[config.mk]
export PLATFORM = sky130hd
export DESIGN_NAME = wb_arbiter_flat
export DESIGN_NICKNAME = d
export VERILOG_FILES = /design/src/rtl/rf_pkg.sv /design/src/rtl/wb_arbiter_if.sv /design/src/rtl/ldq_fifo.sv /design/src/rtl/wb_arbiter.sv /design/src/flat_wrapper.sv
export SDC_FILE = /design/constraint.sdc
export NUM_CORES = 1
export LEC_CHECK = 0
export BUFFER_PORTS_ARGS = -buffer_cell sky130_fd_sc_hd__buf_2
export CAP_MARGIN = 20
export CORE_MARGIN = 3
export CORE_UTILIZATION = 55
export CTS_BUF_LIST = sky130_fd_sc_hd__clkbuf_16
export DETAILED_ROUTE_END_ITERATION = 10
export GPL_TIMING_DRIVEN = 0
export HOLD_SLACK_MARGIN = 0.02
export PLACE_DENSITY = 0.79
export SLEW_MARGIN = 20
export SYNTH_ARGS = -nofsm -noshare
export SYNTH_HDL_FRONTEND = slang
export SYNTH_SLANG_ARGS = --single-unit
[constraint.sdc]
create_clock -name Clk -period 8.6 [get_ports Clk]
set_input_delay 2.15 -clock Clk [delete_from_list [all_inputs] [get_ports Clk]]
set_output_delay 2.15 -clock Clk [all_outputs]
set_load 0.02 [all_outputs]
[src/rtl/rf_pkg.sv]
// rtl/rf_pkg.sv - shared types and constants for the write-back arbiter
package rf_pkg;

    localparam int XLEN   = 32;
    localparam int REG_AW = 5;

    // One pending register-file write: destination plus data.
    typedef struct packed {
        logic [REG_AW-1:0] rd;
        logic [XLEN-1:0]   data;
    } wb_req_t;

    // Which path owns the write port this cycle.
    typedef enum logic [1:0] {
        WB_NONE,
        WB_ALU,
        WB_LDQ,
        WB_LDBYP
    } wb_src_e;

endpackage

[src/rtl/wb_arbiter_if.sv]
// rtl/wb_arbiter_if.sv - execute/memory/decode/regfile signal bundle for wb_arbiter
//
// master: the core side (drives ALU results, load traffic and decode queries)
// slave : the arbiter (drives ld_ready, stall, RegWrite/waddr/wdata, busy)
interface wb_arbiter_if #(
    parameter int XLEN = 32,
    parameter int NREG = 32
);

    logic                      alu_we;
    logic [rf_pkg::REG_AW-1:0] alu_rd;
    logic [XLEN-1:0]           alu_wdata;
    logic                      ld_issue;
    logic [rf_pkg::REG_AW-1:0] ld_rd;
    logic                      ld_valid;
    logic                      ld_ready;
    logic [rf_pkg::REG_AW-1:0] ld_rd_ret;
    logic [XLEN-1:0]           ld_data;
    logic [rf_pkg::REG_AW-1:0] raddr1;
    logic [rf_pkg::REG_AW-1:0] raddr2;
    logic                      dec_we;
    logic [rf_pkg::REG_AW-1:0] dec_rd;
    logic                      stall;
    logic                      RegWrite;
    logic [rf_pkg::REG_AW-1:0] waddr;
    logic [XLEN-1:0]           wdata;
    logic [NREG-1:0]           busy;

    modport master (
        output alu_we, alu_rd, alu_wdata,
        output ld_issue, ld_rd,
        output ld_valid, ld_rd_ret, ld_data,
        output raddr1, raddr2, dec_we, dec_rd,
        input  ld_ready, stall, RegWrite, waddr, wdata, busy
    );

    modport slave (
        input  alu_we, alu_rd, alu_wdata,
        input  ld_issue, ld_rd,
        input  ld_valid, ld_rd_ret, ld_data,
        input  raddr1, raddr2, dec_we, dec_rd,
        output ld_ready, stall, RegWrite, waddr, wdata, busy
    );

endinterface

[src/rtl/ldq_fifo.sv]
// rtl/ldq_fifo.sv - circular buffer holding load returns that lost arbitration
//
// Ports: clk, reset (sync, active-high), push/din, pop, full, empty,
// head (entry at the read pointer), count (registered occupancy).
module ldq_fifo
    import rf_pkg::*;
#(
    parameter int DEPTH = 2
) (
    input  logic                         clk,
    input  logic                         reset,
    input  logic                         push,
    input  wb_req_t                      din,
    input  logic                         pop,
    output logic                         full,
    output logic                         empty,
    output wb_req_t                      head,
    output logic [$clog2(DEPTH+1)-1:0]   count
);

    localparam int CW = $clog2(DEPTH + 1);
    localparam int PW = (DEPTH > 1) ? $clog2(DEPTH) : 1;
    localparam logic [PW-1:0] LAST     = PW'(DEPTH - 1);
    localparam logic [CW-1:0] FULL_CNT = CW'(DEPTH);

    wb_req_t       mem [DEPTH];
    logic [PW-1:0] wr_ptr;
    logic [PW-1:0] rd_ptr;
    logic          do_push;
    logic          do_pop;

    // Pointers wrap explicitly so non-power-of-two depths work.
    function automatic logic [PW-1:0] ptr_next(input logic [PW-1:0] p);
        return (p == LAST) ? '0 : p + 1'b1;
    endfunction

    assign full    = (count == FULL_CNT);
    assign empty   = (count == '0);
    assign head    = mem[rd_ptr];
    assign do_push = push && !full;
    assign do_pop  = pop && !empty;

    always_ff @(posedge clk) begin
        if (do_push) begin
            mem[wr_ptr] <= din;
        end
    end

    always_ff @(posedge clk) begin
        if (reset) begin
            wr_ptr <= '0;
            rd_ptr <= '0;
            count  <= '0;
        end else begin
            if (do_push) begin
                wr_ptr <= ptr_next(wr_ptr);
            end
            if (do_pop) begin
                rd_ptr <= ptr_next(rd_ptr);
            end
            case ({do_push, do_pop})
                2'b10:   count <= count + 1'b1;
                2'b01:   count <= count - 1'b1;
                default: ;
            endcase
        end
    end

endmodule

[src/rtl/wb_arbiter.sv]
// rtl/wb_arbiter.sv - register-file write-port arbiter with load scoreboard
//
// Ports: Clk, Reset (sync, active-high), bus (wb_arbiter_if.slave):
// ALU result in, load issue/return handshake, decode hazard query (stall),
// registered RegWrite/waddr/wdata to the register file, busy scoreboard.
module wb_arbiter #(
    parameter int XLEN      = rf_pkg::XLEN,
    parameter int NREG      = 32,
    parameter int LDQ_DEPTH = 2
) (
    input  logic        Clk,
    input  logic        Reset,
    wb_arbiter_if.slave bus
);

    localparam int CW = $clog2(LDQ_DEPTH + 1);

    rf_pkg::wb_src_e src;
    rf_pkg::wb_req_t ret_req;
    rf_pkg::wb_req_t head_req;
    rf_pkg::wb_req_t win_req;

    logic          fifo_push;
    logic          fifo_pop;
    logic          fifo_full;
    logic          fifo_empty;
    logic [CW-1:0] fifo_count;

    logic ld_acc;
    logic ret_live;
    logic alu_live;

    logic [NREG-1:0]           busy_q;
    logic [NREG-1:0]           busy_d;
    logic                      regwrite_q;
    logic [rf_pkg::REG_AW-1:0] waddr_q;
    logic [XLEN-1:0]           wdata_q;

    assign bus.ld_ready = !Reset && !fifo_full;
    assign ld_acc       = bus.ld_valid && bus.ld_ready;
    // Returns to x0 are consumed by the handshake but never become candidates.
    assign ret_live     = ld_acc && (bus.ld_rd_ret != '0);
    assign alu_live     = bus.alu_we && (bus.alu_rd != '0);
    assign ret_req      = '{rd: bus.ld_rd_ret, data: bus.ld_data};

    ldq_fifo #(
        .DEPTH (LDQ_DEPTH)
    ) u_ldq (
        .clk   (Clk),
        .reset (Reset),
        .push  (fifo_push),
        .din   (ret_req),
        .pop   (fifo_pop),
        .full  (fifo_full),
        .empty (fifo_empty),
        .head  (head_req),
        .count (fifo_count)
    );

    // Fixed priority: ALU, then oldest buffered load, then a fresh return
    // straight through when nothing older is waiting.
    always_comb begin
        src       = rf_pkg::WB_NONE;
        win_req   = '0;
        fifo_pop  = 1'b0;
        fifo_push = 1'b0;
        if (alu_live) begin
            src     = rf_pkg::WB_ALU;
            win_req = '{rd: bus.alu_rd, data: bus.alu_wdata};
        end else if (!fifo_empty) begin
            src      = rf_pkg::WB_LDQ;
            win_req  = head_req;
            fifo_pop = 1'b1;
        end else if (ret_live && (fifo_count == '0)) begin
            src     = rf_pkg::WB_LDBYP;
            win_req = ret_req;
        end
        fifo_push = ret_live && (src != rf_pkg::WB_LDBYP);
    end

    // Clear on load write-back first, then set on issue so a newer load to
    // the same register keeps the bit.
    always_comb begin
        busy_d = busy_q;
        if ((src == rf_pkg::WB_LDQ) || (src == rf_pkg::WB_LDBYP)) begin
            busy_d[win_req.rd] = 1'b0;
        end
        if (bus.ld_issue && (bus.ld_rd != '0)) begin
            busy_d[bus.ld_rd] = 1'b1;
        end
        busy_d[0] = 1'b0;
    end

    always_ff @(posedge Clk) begin
        if (Reset) begin
            regwrite_q <= 1'b0;
            waddr_q    <= '0;
            wdata_q    <= '0;
            busy_q     <= '0;
        end else begin
            regwrite_q <= (src != rf_pkg::WB_NONE);
            if (src != rf_pkg::WB_NONE) begin
                waddr_q <= win_req.rd;
                wdata_q <= win_req.data;
            end
            busy_q <= busy_d;
        end
    end

    assign bus.RegWrite = regwrite_q;
    assign bus.waddr    = waddr_q;
    assign bus.wdata    = wdata_q;
    assign bus.busy     = busy_q;
    assign bus.stall    = busy_q[bus.raddr1] | busy_q[bus.raddr2]
                        | (bus.dec_we & busy_q[bus.dec_rd]);

endmodule
[src/flat_wrapper.sv]
// flat-port wrapper written by rule: the top's interface ports become plain ports
module wb_arbiter_flat 
#(
    parameter int XLEN      = rf_pkg::XLEN,
    parameter int NREG      = 32,
    parameter int LDQ_DEPTH = 2
)
  (Clk, Reset, bus_alu_we, bus_alu_rd, bus_alu_wdata, bus_ld_issue, bus_ld_rd, bus_ld_valid, bus_ld_rd_ret, bus_ld_data, bus_raddr1, bus_raddr2, bus_dec_we, bus_dec_rd, bus_ld_ready, bus_stall, bus_RegWrite, bus_waddr, bus_wdata, bus_busy);
  wb_arbiter_if #(.XLEN(XLEN), .NREG(NREG)) bus_i ();
  input  logic Clk;
  input  logic Reset;
  input wire logic [$bits(bus_i.alu_we)-1:0] bus_alu_we;
  input wire logic [$bits(bus_i.alu_rd)-1:0] bus_alu_rd;
  input wire logic [$bits(bus_i.alu_wdata)-1:0] bus_alu_wdata;
  input wire logic [$bits(bus_i.ld_issue)-1:0] bus_ld_issue;
  input wire logic [$bits(bus_i.ld_rd)-1:0] bus_ld_rd;
  input wire logic [$bits(bus_i.ld_valid)-1:0] bus_ld_valid;
  input wire logic [$bits(bus_i.ld_rd_ret)-1:0] bus_ld_rd_ret;
  input wire logic [$bits(bus_i.ld_data)-1:0] bus_ld_data;
  input wire logic [$bits(bus_i.raddr1)-1:0] bus_raddr1;
  input wire logic [$bits(bus_i.raddr2)-1:0] bus_raddr2;
  input wire logic [$bits(bus_i.dec_we)-1:0] bus_dec_we;
  input wire logic [$bits(bus_i.dec_rd)-1:0] bus_dec_rd;
  output wire logic [$bits(bus_i.ld_ready)-1:0] bus_ld_ready;
  output wire logic [$bits(bus_i.stall)-1:0] bus_stall;
  output wire logic [$bits(bus_i.RegWrite)-1:0] bus_RegWrite;
  output wire logic [$bits(bus_i.waddr)-1:0] bus_waddr;
  output wire logic [$bits(bus_i.wdata)-1:0] bus_wdata;
  output wire logic [$bits(bus_i.busy)-1:0] bus_busy;
  assign bus_i.alu_we = bus_alu_we;
  assign bus_i.alu_rd = bus_alu_rd;
  assign bus_i.alu_wdata = bus_alu_wdata;
  assign bus_i.ld_issue = bus_ld_issue;
  assign bus_i.ld_rd = bus_ld_rd;
  assign bus_i.ld_valid = bus_ld_valid;
  assign bus_i.ld_rd_ret = bus_ld_rd_ret;
  assign bus_i.ld_data = bus_ld_data;
  assign bus_i.raddr1 = bus_raddr1;
  assign bus_i.raddr2 = bus_raddr2;
  assign bus_i.dec_we = bus_dec_we;
  assign bus_i.dec_rd = bus_dec_rd;
  assign bus_ld_ready = bus_i.ld_ready;
  assign bus_stall = bus_i.stall;
  assign bus_RegWrite = bus_i.RegWrite;
  assign bus_waddr = bus_i.waddr;
  assign bus_wdata = bus_i.wdata;
  assign bus_busy = bus_i.busy;
  wb_arbiter #(.XLEN(XLEN), .NREG(NREG), .LDQ_DEPTH(LDQ_DEPTH)) u_core (.Clk(Clk), .Reset(Reset), .bus(bus_i));
endmodule
After elaboration in Yosys (flattened, before gate mapping)
Memories as Yosys holds them, arrays and structs flattened. A register that Yosys moved wholly into a read port is not among the register bits.
Index checks and enable logic that the tools add are counted.
- flip-flop bits (word level): 74
- output and inout port bits: 72
- word-level logic and storage cells: 80
- memory bits (writable): 74
- bits of input ports: 100
- memories: 1
- memory list (name ; words ; width ; rd ports ; clocked after memory_dff ; write ports ; line ; source):
    u_core.u_ldq.mem ; 2 ; 37 ; 1 ; 1 ; 1 ; ldq_fifo.sv:26 ; wb_req_t mem [DEPTH];
- reductions and logical operators: 21
- muxes and demuxes: 27
- equal/unequal tests: 6
- $lt $le $gt $ge: 7
- $add $sub $neg: 4
- bitwise logic cells: 6
- operator list (operator ; number):
    $mux 37 ; 3
    $mux 32 ; 2
    $and 32x32->32 ; 1
    $not 32->32 ; 1
    $or 32x32->32 ; 1
    $lt 5x6->1 const B ; 5
    $bmux 1 s5 ; 3
    $reduce_bool 5->1 ; 3
    $mux 1 ; 13
    $logic_and 1x1->1 ; 11
    $demux 1 s5 ; 2
    $ge 5x1->1 const B ; 2
    $eq 2x2->1 const B ; 4
    $mux 2 ; 3
    $pmux 2 s2 ; 1
    $reduce_bool 2->1 ; 2
    $logic_not 1->1 ; 3
    $add 1x1->1 const B ; 2
    $add 2x1->2 const B ; 1
    $eq 2x1->1 const B ; 1
    $logic_not 2->1 ; 1
    $ne 2x2->1 const B ; 1
    $or 1x1->1 ; 2
    $sub 2x1->2 const B ; 1
    other kinds (2) ; 2

Longest topological paths before layout
- word-level depth: 18
- mapped depth: 9
- depth with buffers taken out: 7

Modules after synthesis
A second synthesis with hierarchy kept.
- cell total of the unflattened synthesis: 671
- area, all modules: 7273.2 sq um
- by module, submodules not included (module ; instances ; sequential area each (sq um) ; area each (sq um) ; cells an instance):
    wb_arbiter ; 1 ; 1381.3 ; 4390.5 ; 530
    ldq_fifo ; 1 ; 2322.2 ; 2882.8 ; 141

Least setup slack after synthesis
Ideal clock, no wire load.
- kind: input port to output port
- start point: in bus_raddr2[1]
- end point: out bus_stall
- path slack: 2.611 ns
- stages: 6
- path buffers: 1
- required time: 6.450 ns
- arrival time: 3.839 ns
- path through: clkbuf_1 > mux4_2 > and4b_1 > a2111oi_0 > o2111ai_1 > a311o_1
- word-level cells in the longest chain between the ends: 4
- ends and longest elaborated chain (item ; line ; source):
    start: declaration ; flat_wrapper.sv:21 ; input wire logic [$bits(bus_i.raddr2)-1:0] bus_raddr2;
    $bmux 1 s5 ; wb_arbiter.sv:114 ; assign bus.stall = busy_q[bus.raddr1] | busy_q[bus.raddr2]
    $mux 1 (implied by the code) ; wb_arbiter.sv:114 ;
    $or 1x1->1 ; wb_arbiter.sv:114 ;
    $or 1x1->1 ; wb_arbiter.sv:115 ; | (bus.dec_we & busy_q[bus.dec_rd]);
    end: declaration ; flat_wrapper.sv:25 ; output wire logic [$bits(bus_i.stall)-1:0] bus_stall;
Every way passes these cells. The select of a mux whose other input is x is not followed.

Worst setup path in the final report
Ends and elaborated chain as after synthesis.

==> metrics.txt <==
CP max stage cell=a2111oi_0; drt pass-1 iters=6; chip height=119 µm; initial drt markers=661; Worst Path Arrival=4.33 ns; Tot Pwr=2.14 mW; Synth Net Count=724; min Tclk post-route=6.48 ns; DRT antenna net count=0; Yosys Warn Count=0; Synth cell types=59; area leader, netlist=edfxtp_1; slew margin rel.=33.5%; DRT Wirelength=20.8 mm; num ports=172; Inst Count DP=957; Setup Fix Bufs, Post-CTS=0; CTS resizes=0; sequential share of the synthesized area=52.8%; initial antenna violation count=2; top cell type's share of synthesized area=31.7%; Worst setup EP type=output port; grt ovf=0; Slew Limit Fails=0; std cell rows=40; global-route wire length before repair=32.1 mm; Port Buffer Count=164; Static Leak=3.34 nW; Die W=119 µm; Via density=6.26; All-Layer GR Usage=29.0%; Hold Fails Final Rpt=0; setup slack after layout=2.12 ns; Worst Max-Slew Pin Slew=0.989 ns; Main synth FF type=edfxtp_1; total CTS buffers=17; Synth Cell Area=0.00702 mm²; Area growth syn-to-layout=24.5%; unrepaired setup endpoints after global routing=false; routed length per instance=21.0 µm; #FFs+latches synth=148; async set-reset flop share out of synthesis=0%; crit path max fanout=9; CTS clock-pin slew for the worst setup and hold paths=0.06 ns; Max clock buf depth=2; vias in the first global route=6084; Synth Area per Inst=11.3 µm²; Req. time, crit path=6.45 ns; crit-path cells=clkbuf_1 -> mux4_2 -> and4b_1 -> a2111oi_0 -> o2111ai_1 -> a311o_1 -> buf_2; Peak VDD IR=0.194 mV; top cells by area, synth=edfxtp_1, dfxtp_1, mux2i_1; die footprint=0.0142 mm²; RD Place Congestion=0.914; most common cell in the synthesized netlist=nor2_1; pin count of the biggest net entering global routing=23; status=finished clean; H-tree depth=4; filler cell count=925; Final setup viols=0; final worst clock skew=0.00609 ns; hold depth=2; Hold Crit Class=flop to flop; final period utilization=75.4%; Layout Nets=909; placed instance area=0.00812 mm²; DRC violations left=0; hold buffer count at CTS=0; Max Freq=154 MHz; setup TNS=0 ns; Place WS=2.14 ns; Synth top cells by count=nor2_1, dfxtp_1, edfxtp_1; post-DP HPWL=15.1 mm; Cells after Synth=623; CP Launch Type=input port; Vias=6205; Initial Util=57.2%; MaxCap Viol Count=0; critical path's largest stage delay=0.50 ns; CORE AREA=0.0123 mm²; CTS tree=yes; kind of critical path=input port to output port; clock root cell=clkbuf_16; R2R cell count=8; clock latency on the worst-skew pair=0.42 ns; fin cells=991; EDFF count, synth=74; Non-Filler Cell Area, Final=0.00874 mm²; clock sinks=148; power density over the cells=245 mW/mm²; share of post-route cells with drive strength above 1=31.1%
==> registers in the layout, summed over array words and instances (netlist names), named ones only <==
register             count
u_core.bus.waddr         5
u_core.bus.RegWrite      1
u_core.u_ldq.rd_ptr      1
u_core.bus.busy         31
u_core.bus.wdata        32
u_core.u_ldq.wr_ptr      1
u_core.u_ldq.mem        74
u_core.u_ldq.count       2
==> final cells by class <==
type / count / area, µm² / area share (%)
clock inverter: 15 / 191 / 2.19
antenna: 2 / 5.00 / 0.0573
buffer: 48 / 234 / 2.68
timing repair buffer: 166 / 876 / 10.0
multi-input combinational: 415 / 3050 / 34.9
inverter: 12 / 45.0 / 0.515
sequential: 148 / 3700 / 42.4
clock buffer: 17 / 425 / 4.87
tap: 168 / 210 / 2.40
==> logic make-up (layout without fill, tap and decap cells) <==
family	after synthesis	after routing	share of synthesized area, %
buf+inv	60	258	3.98
flops	148	148	52.8
other cells	1	3	0.0534
mux	75	75	14.0
fa+ha+maj	1	1	0.178
compound gates	161	161	16.0
xor+xnor	4	4	0.499
simple gates	173	173	12.5
==> critical path, delay by kind of cell <==
kind            cells  cell delay (ns)
compound gates      3             1.03
simple gates        1             0.19
buf+inv             2             0.57
mux                 1             0.39
==> per-stage QoR <==
stage / hold slack [ns] / utilization, %
floorplan: 0.481 / -
global placement: 0.455 / 65.6
detailed placement: 0.467 / 66.2
CTS: 0.477 / 71.2
global route: 0.497 / 71.3
finish: 0.478 / 71.3
==> per-layer routing <==
layer / vias to the layer above / track usage [%] / part of all wire, %
met3: 42 / 7.64 / 9.5
met2: 378 / 47.6 / 49
li1: 2814 / - / -
met4: 0 / 11.5 / 2.4
met5: - / 0 / 0
met1: 2971 / 36.6 / 39
==> path summary, 6_finish.rpt <==
check,from,to,slack (ns)
min,u_core.bus.wdata[0],u_core.bus.wdata[0],0.48
max,bus_raddr2[1],bus_stall,2.12
min reg2reg,u_core.bus.wdata[0],u_core.bus.wdata[0],0.48
max reg2reg,u_core.u_ldq.count[0],u_core.u_ldq.count[1],5.87
==> report_power, final <==
group / leakage, nW / switching (mW) / internal [mW]
clock network: 0.301 / 0.288 / 0.482
registers: 1.28 / 0.0269 / 0.802
logic: 1.76 / 0.351 / 0.191
==> layout by cell type, fill, tap and decap left out, drive strengths merged, types with 2 or more instances in the layout <==
cell / count
o311ai: 14
edfxtp: 74
o21a: 2
clkinv: 6
nand4: 4
dfxtp: 74
clkinvlp: 3
a221oi: 34
o2bb2ai: 5
nand3: 22
nand2: 7
a211o: 3
nand2b: 5
xnor2: 3
clkbuf: 40
diode: 2
bufinv: 4
mux4: 18
and3: 2
nor4: 9
mux2: 6
buf: 191
o22ai: 9
o211ai: 3
nor3: 24
nor2: 79
nand4b: 5
mux2i: 51
a211oi: 2
nand3b: 2
a21oi: 29
o31ai: 2
nor2b: 6
inv: 14
o2111ai: 2
o21ai: 47
or4: 3
Note: power is estimated with default switching activity, not from simulation.
